`config.mk`:
```
export PLATFORM = sky130hd
export DESIGN_NAME = axis_upsizer
export DESIGN_NICKNAME = d
export VERILOG_FILES = /design/src/rtl/axis_upsizer.sv
export SDC_FILE = /design/constraint.sdc
export NUM_CORES = 1
export LEC_CHECK = 0
export ABC_AREA = 1
export CORE_ASPECT_RATIO = 1.2
export CORE_UTILIZATION = 52
export CTS_CLUSTER_SIZE = 12
export DETAILED_ROUTE_END_ITERATION = 8
export PLACE_DENSITY = 0.81
export SLEW_MARGIN = 20
export SYNTH_ARGS = -nofsm -noshare
export SYNTH_HDL_FRONTEND = slang
export SYNTH_SLANG_ARGS = --single-unit
```
`constraint.sdc`:
```
create_clock -name aclk -period 2.1 [get_ports aclk]
set_input_delay 0.42 -clock aclk [delete_from_list [all_inputs] [get_ports aclk]]
set_output_delay 0.42 -clock aclk [all_outputs]
set_load 0.005 [all_outputs]
```
`src/rtl/axis_upsizer.sv`:
```
// axis_upsizer: packs (cfg_data+1) narrow AXI4-Stream beats into one wide beat,
// least-significant slice first, behind a one-deep registered output stage.
module axis_upsizer #(
    parameter int unsigned S_AXIS_TDATA_WIDTH = 32,
    parameter int unsigned M_AXIS_TDATA_WIDTH = 128
) (
    input  logic                          aclk,
    input  logic                          aresetn,
    input  logic [15:0]                   cfg_data,
    input  logic [S_AXIS_TDATA_WIDTH-1:0] s_axis_tdata,
    input  logic                          s_axis_tvalid,
    output logic                          s_axis_tready,
    output logic [M_AXIS_TDATA_WIDTH-1:0] m_axis_tdata,
    output logic                          m_axis_tvalid,
    input  logic                          m_axis_tready
);

    localparam int unsigned SW         = S_AXIS_TDATA_WIDTH;
    localparam int unsigned MW         = M_AXIS_TDATA_WIDTH;
    localparam int unsigned RATIO      = MW / SW;
    localparam int unsigned CNTR_WIDTH = (RATIO > 1) ? $clog2(RATIO) : 1;
    localparam logic [CNTR_WIDTH-1:0] LAST_MAX = CNTR_WIDTH'(RATIO - 1);

    logic [CNTR_WIDTH-1:0] r_cnt;
    logic [MW-1:0]         r_asm;
    logic [MW-1:0]         r_m_data;
    logic                  r_m_valid;

    logic [CNTR_WIDTH-1:0] w_cfg_last;
    logic [CNTR_WIDTH-1:0] w_last_eff;
    logic                  w_last;
    logic                  w_s_hs;
    logic [MW-1:0]         w_word;
    logic                  w_unused_cfg;

    // Only the low counter bits of cfg_data select the word length.
    assign w_cfg_last   = cfg_data[CNTR_WIDTH-1:0];
    assign w_unused_cfg = ^cfg_data[15:CNTR_WIDTH];

    // Clamp the last-slice index for non-power-of-two ratios.
    assign w_last_eff = (w_cfg_last > LAST_MAX) ? LAST_MAX : w_cfg_last;
    assign w_last     = (r_cnt >= w_last_eff);

    // Only the completing beat waits for the output stage to free up.
    assign s_axis_tready = ~w_last | ~r_m_valid | m_axis_tready;
    assign w_s_hs        = s_axis_tvalid & s_axis_tready;

    // Assembly word with the incoming beat merged in; slices above the counter read zero.
    always_comb begin
        w_word = '0;
        for (int unsigned i = 0; i < RATIO; i++) begin
            if (CNTR_WIDTH'(i) < r_cnt) begin
                w_word[i*SW +: SW] = r_asm[i*SW +: SW];
            end else if (CNTR_WIDTH'(i) == r_cnt) begin
                w_word[i*SW +: SW] = s_axis_tdata;
            end
        end
    end

    // Slice counter and partial-word assembly register.
    always_ff @(posedge aclk) begin
        if (!aresetn) begin
            r_cnt <= '0;
            r_asm <= '0;
        end else if (w_s_hs) begin
            if (w_last) begin
                r_cnt <= '0;
                r_asm <= '0;
            end else begin
                r_cnt <= r_cnt + CNTR_WIDTH'(1);
                r_asm <= w_word;
            end
        end
    end

    // One-deep output register; a new word may load in the cycle the old one drains.
    always_ff @(posedge aclk) begin
        if (!aresetn) begin
            r_m_data  <= '0;
            r_m_valid <= 1'b0;
        end else if (w_s_hs && w_last) begin
            r_m_data  <= w_word;
            r_m_valid <= 1'b1;
        end else if (m_axis_tready) begin
            r_m_valid <= 1'b0;
        end
    end

    assign m_axis_tdata  = r_m_data;
    assign m_axis_tvalid = r_m_valid;

endmodule
```
==> run metrics, run 1 <==
WL final 28.8 mm; count leader, synth nand2_1; Area Growth Syn to Fin 27.9%; outcome complete, no violations; H-tree Lvls 1; worst-skew pair later-pin latency 0.50 ns; PwrDens 827 nW/um^2; Post-synth EDFFs 0; clk slew on worst S/H paths 0.06 ns; Sink Count 227; Total GRT Usage 29.4%; die span in y 152 um; Post-Synth Simple-Gate Area 30.4%; RSZ-0062 raised after global routing false; Port Buf Inserts 167; uppermost layer routed met4; worst hold start aresetn; ranking of synthesized cells by area dfxtp_1, nand2_1, a21oi_1, nand4_1, nor2_1; Compound-Gate Fraction of Synth Area 13.3%; Pre-Repair DR Iteration Count 6; synth cell count leaders nand2_1, dfxtp_1, a21oi_1, nor2_1, inv_1; CP Max Fanout 4; initial drt markers 1128; #FFs+latches synth 227; Yosys warnings 0; Req. time, crit path 1.68 ns; WL/cell 15.9 um; CP Capture Type primary output; Initial Util 53.4%; Layout Cells excl Fill 1806; Distinct cells, synth 18; mapped cell area 9770 sq um; initial antenna violation count 0; met3 wire length 2.26 mm; ANT nets after route 0; xor/xnor share of the synthesized area 0%; final net count 1606; FILL cells 1516; crit path from r_cnt[0]; Avg Cell Area, Syn 6.85 sq um; CTS tree yes; final worst-path setup slack 0.0661 ns; Final period util 96.9%; Worst Hold Class in2reg; largest family of logic cells by synthesized area simple AND/OR/NAND/NOR gates; Vias/cell 5.50; Least-Margin Pin Slew 0.523 ns; post-synthesis sequential area ratio 46.5%; kind of critical path reg2out; area of the core 18300 sq um; Leakage Power 5.00 nW; Placer Congestion 0.836; clk root buf clkbuf_16; Peak Freq 492 MHz; Worst R2R Start r_cnt[0]; pin count of the biggest net entering global routing 56; Power, Total 10.3 mW; Synth Net Count 1485; Post-CTS Hold Fix Bufs 0; Synth Flop Type dfxtp_1; DRC viols 0; final HPWL from detailed placement 18.7 mm; share of layout cells above drive strength 1 5.98%; Placed Cells incl. Taps 1773; met1 wire length 11.6 mm; vias in the first global route 9075; Worst setup SP type register; WL met2 13.7 mm; dominant cell type by area after synthesis dfxtp_1; pre-CTS setup slack -0.296 ns; Max Root-Sink Buffers 3; asr flop ratio synth 0%; Final min period 2.03 ns; total CTS buffers 23; area share of fa/ha/maj cells after synthesis 0.896%; full die area 19300 sq um; worst hold slack 0.391 ns; top cell type's share of synthesized area 46.5%; Die W 127 um; GR Overflow Total 0; IO Pins 182; max-cap viol count 0; Worst slew margin 65.2%; final slew viol count 0; final setup vio count 0; ant diodes 0; Critical Path AT 1.61 ns; Syn Inst Count 1426; Layout Skew 0.00596 ns; first-pass GRT wire length 46.4 mm; maximum vdd drop 0.548 mV; Std-Cell Rows 54; Final Hold Viols 0; mux cell area share after synthesis 0%; total number of vias 9931
-- critical path: stages (launching register included) --
cell and delay [ns]:
dfxtp_2 0.35, inv_4 0.06, ha_4 0.26, nand2_2 0.05, nand3_4 0.08, nand2_1 0.06
dlygate4sd2_1 0.26
-- power by group --
group	internal [mW]	switching [mW]	total (mW)
combinational	0.802	1.14	1.95
clock	2.11	1.59	3.70
sequential	4.55	0.136	4.68
-- registers in the layout (all words and copies together), names as in the netlist --
signal,count
m_axis_tdata,128
r_asm,96
r_cnt,2
m_axis_tvalid,1
-- metal layers --
| metal | vias up | track usage (%) |
|---|---|---|
| li1 | 4809 | - |
| met1 | 4580 | 39.2 |
| met2 | 473 | 48.2 |
| met3 | 69 | 3.48 |
| met4 | 0 | 12.2 |
| met5 | - | 0 |
-- logic make-up after synthesis --
| logic type | count (synthesis) |
|---|---|
| flip-flops | 227 |
| buffers and inverters | 216 |
| AND/OR/NAND/NOR | 717 |
| adder cells (fa/ha/maj) | 7 |
| AO/OA/AOI/OAI | 259 |
-- layout by cell type (no fill, tap or decap), types with 5 or more instances in the layout --
cell             instances
nor2_1                  98
clkbuf_16               23
clkdlybuf4s50_1        163
clkbuf_1                 5
buf_12                  15
inv_1                   93
nand2_1                490
a21oi_1                226
dfxtp_1                225
buf_4                   31
o21ai_1                  9
o21ai_0                 24
nand3_1                 39
nand4_1                 83
-- cell type report --
| class | instances | area (sq um) | share of cell area (%) |
|---|---|---|---|
| multi-input cells | 983 | 4410 | 35.3 |
| clock buffers | 32 | 649 | 5.20 |
| flip-flops and latches | 227 | 4550 | 36.4 |
| repair buffers | 213 | 2200 | 17.6 |
| inverters | 99 | 377 | 3.01 |
| well taps | 252 | 315 | 2.52 |
-- metrics by stage --
| step | setup TNS [ns] | instance area, sq um | utilization [%] |
|---|---|---|---|
| floorplan | 0 | 9770 | - |
| global placement | -41.46 | 11800 | 64.4 |
| detailed placement | -44.76 | 11800 | 64.4 |
| CTS | 0 | 12500 | 68.1 |
| global route | 0 | 12500 | 68.2 |
| finish | 0 | 12500 | 68.2 |
-- path summary, 6_finish.rpt --
kind	to	slack, ns	cells past startpoint
worst max-delay path	s_axis_tready	0.07	6
worst min-delay path	m_axis_tdata[3]	0.39	3
worst max register to register	r_asm[83]	0.24	9
worst min register to register	r_asm[95]	0.46	2
-- what timing repair did --
item,4_1_cts,5_1_grt
resized for setup,7,5
setup buffers,0,1
setup endpoints to repair,1,1
No activity file was read; power rests on OpenSTA's default activity.
==> run 2, diff against run 1 <==
--- a/config.mk
+++ b/config.mk
@@ -7,11 +7,12 @@
 export LEC_CHECK = 0
 export ABC_AREA = 1
 export CORE_ASPECT_RATIO = 1.2
-export CORE_UTILIZATION = 52
+export CORE_UTILIZATION = 58
 export CTS_CLUSTER_SIZE = 12
 export DETAILED_ROUTE_END_ITERATION = 8
-export PLACE_DENSITY = 0.81
-export SLEW_MARGIN = 20
+export DONT_BUFFER_PORTS = 1
+export PLACE_DENSITY = 0.75
+export SLEW_MARGIN = 5
 export SYNTH_ARGS = -nofsm -noshare
 export SYNTH_HDL_FRONTEND = slang
 export SYNTH_SLANG_ARGS = --single-unit
==> run metrics, run 2 (synthesis results as in run 1) <==
outcome complete, no violations; FILL cells 1511 (-0.33%); final slew viol count 0 (unchanged); initial drt markers 760 (-33%); CTS tree yes; Worst slew margin 71.3% (+6.2 points); clk slew on worst S/H paths 0.06 ns (about the same); Final min period 2.01 ns (-0.0231 ns); Vias/cell 5.70 (+3.7%); worst-skew pair later-pin latency 0.50 ns (about the same); Req. time, crit path 1.68 ns (about the same); Pre-Repair DR Iteration Count 5 (-1); kind of critical path reg2out; GR Overflow Total 0 (unchanged); RSZ-0062 raised after global routing false; Area Growth Syn to Fin 8.54%; commonest non-fill, non-tap cell in the layout nand2_1; initial antenna violation count 1 (+1); most frequent cells in the layout nand2_1, a21oi_1, dfxtp_1; max-cap viol count 0 (unchanged); Crit path buffers/inverters 2 (unchanged); final HPWL from detailed placement 16.8 mm (-10%); Sink Count 227 (unchanged); CP Capture Type primary output; Post-DP Area 9930 sq um (-16%); pin count of the biggest net entering global routing 87 (+55%); WL/cell 17.1 um (+7.5%); ANT nets after route 0 (unchanged); Std-Cell Rows 51 (-5.6%); Top delay family on crit path flip-flops; total CTS buffers 23 (unchanged); die span in y 144 um (-5.2%); Die W 120 um (-5.2%); CP Max Fanout 5 (+1); vias in the first global route 8228 (-9.3%); final net count 1420 (-12%); Layout Cells excl Fill 1580 (-13%); Placer Congestion 0.808 (-3.4%); share of layout cells above drive strength 1 5.05% (-0.94 points); sequential cell area 4550 sq um (about the same); Worst Hold Class in2reg; Leakage Power 4.30 nW (-14%); final setup TNS 0 ns (unchanged); Placed Cells incl. Taps 1547 (-13%); final worst-path setup slack 0.0892 ns (+0.0231 ns); total number of vias 9009 (-9.3%); IO Pins 182 (unchanged); Least-Margin Pin Slew 0.430 ns (-0.0924 ns); Max Root-Sink Buffers 3 (unchanged); max reg flops 128 (unchanged); clk root buf clkbuf_16; Peak Freq 497 MHz (+1.2%); Critical Path AT 1.59 ns (-0.02 ns); Total GRT Usage 30.3% (+0.85 points); CP peak stage delay 0.38 ns (+0.03 ns); pre-CTS setup slack 0.0453 ns (+0.341 ns); post-route cell area 10600 sq um (-15%); Port Buf Inserts 0 (-100%); maximum vdd drop 0.632 mV (+15%); final setup vio count 0 (unchanged); Layout Skew 0.00515 ns (-0.000814 ns); CP max-delay cell dfxtp_4; area occupied by multi-input gates 4400 sq um (-0.17%); Final Hold Viols 0 (unchanged); Worst setup SP type register; DRC viols 0 (unchanged); WL final 27.1 mm (-5.9%); full die area 17400 sq um (-10%); PwrDens 921 nW/um^2 (+11%); H-tree Lvls 1 (unchanged); crit path cell chain inv_2 -> ha_4 -> nand2_2 -> nand3_4 -> nand2_4 -> buf_4; area of the core 16300 sq um (-11%); Final period util 95.8% (-1.1 points); Initial Util 59.8% (+6.5 points); first-pass GRT wire length 42.3 mm (-8.7%)
-- run 2: path summary, 6_finish.rpt --
path	start	end	slack, ns	cells after the start
worst max register to register	r_cnt[1]	r_asm[19]	0.24	8
worst min-delay path	aresetn	m_axis_tdata[80]	0.04	2
worst max-delay path	r_cnt[0]	s_axis_tready	0.09	6
worst min register to register	r_asm[59]	r_asm[59]	0.46	2
-- run 2: layout make-up --
type | instances | share of cell area [%]
inverters | 99 | 3.53
repair buffers | 27 | 3.56
clock inverters | 1 | 0.0472
well taps | 212 | 2.50
clock buffers | 30 | 5.96
multi-input cells | 983 | 41.5
diodes | 1 | 0.0236
flip-flops and latches | 227 | 42.9
-- run 2: power breakdown --
part	total [mW]	switching (mW)	leakage [nW]	internal, mW
registers	4.73	0.180	1.84	4.55
clock network	3.66	1.59	0.314	2.07
logic	1.38	0.936	2.14	0.442
-- run 2: metrics by stage --
step                hold WS (ns)  util (%)  power (mW)
floorplan                  0.439         -        5.82
global placement           0.447      60.8        6.14
detailed placement         0.452      60.8        6.16
CTS                       0.0271      64.8        9.79
global route              0.0393      64.9        10.2
finish                    0.0422      64.9        9.77
-- run 2: worst register-to-register path: stages (launching register included) --
cell	delay, ns
dfxtp_1	0.38
ha_1	0.28
nand2_1	0.12
nand3_4	0.09
buf_4	0.21
nor2_4	0.16
buf_12	0.27
nand2_1	0.12
a21oi_1	0.16
-- run 2: per-layer routing --
| metal | global-route usage (%) | share of wire [%] |
|---|---|---|
| met5 | 0 | 0 |
| met4 | 14.0 | 4.1 |
| met3 | 6.86 | 7.7 |
| met2 | 47.7 | 46 |
| met1 | 39.3 | 42 |
-- run 2: repair_timing --
action                     CTS  global route
hold buffers                 0             0
buffers inserted             1             0
pin swaps                    1             0
setup endpoints to repair    1             1
gates resized for setup      4             3
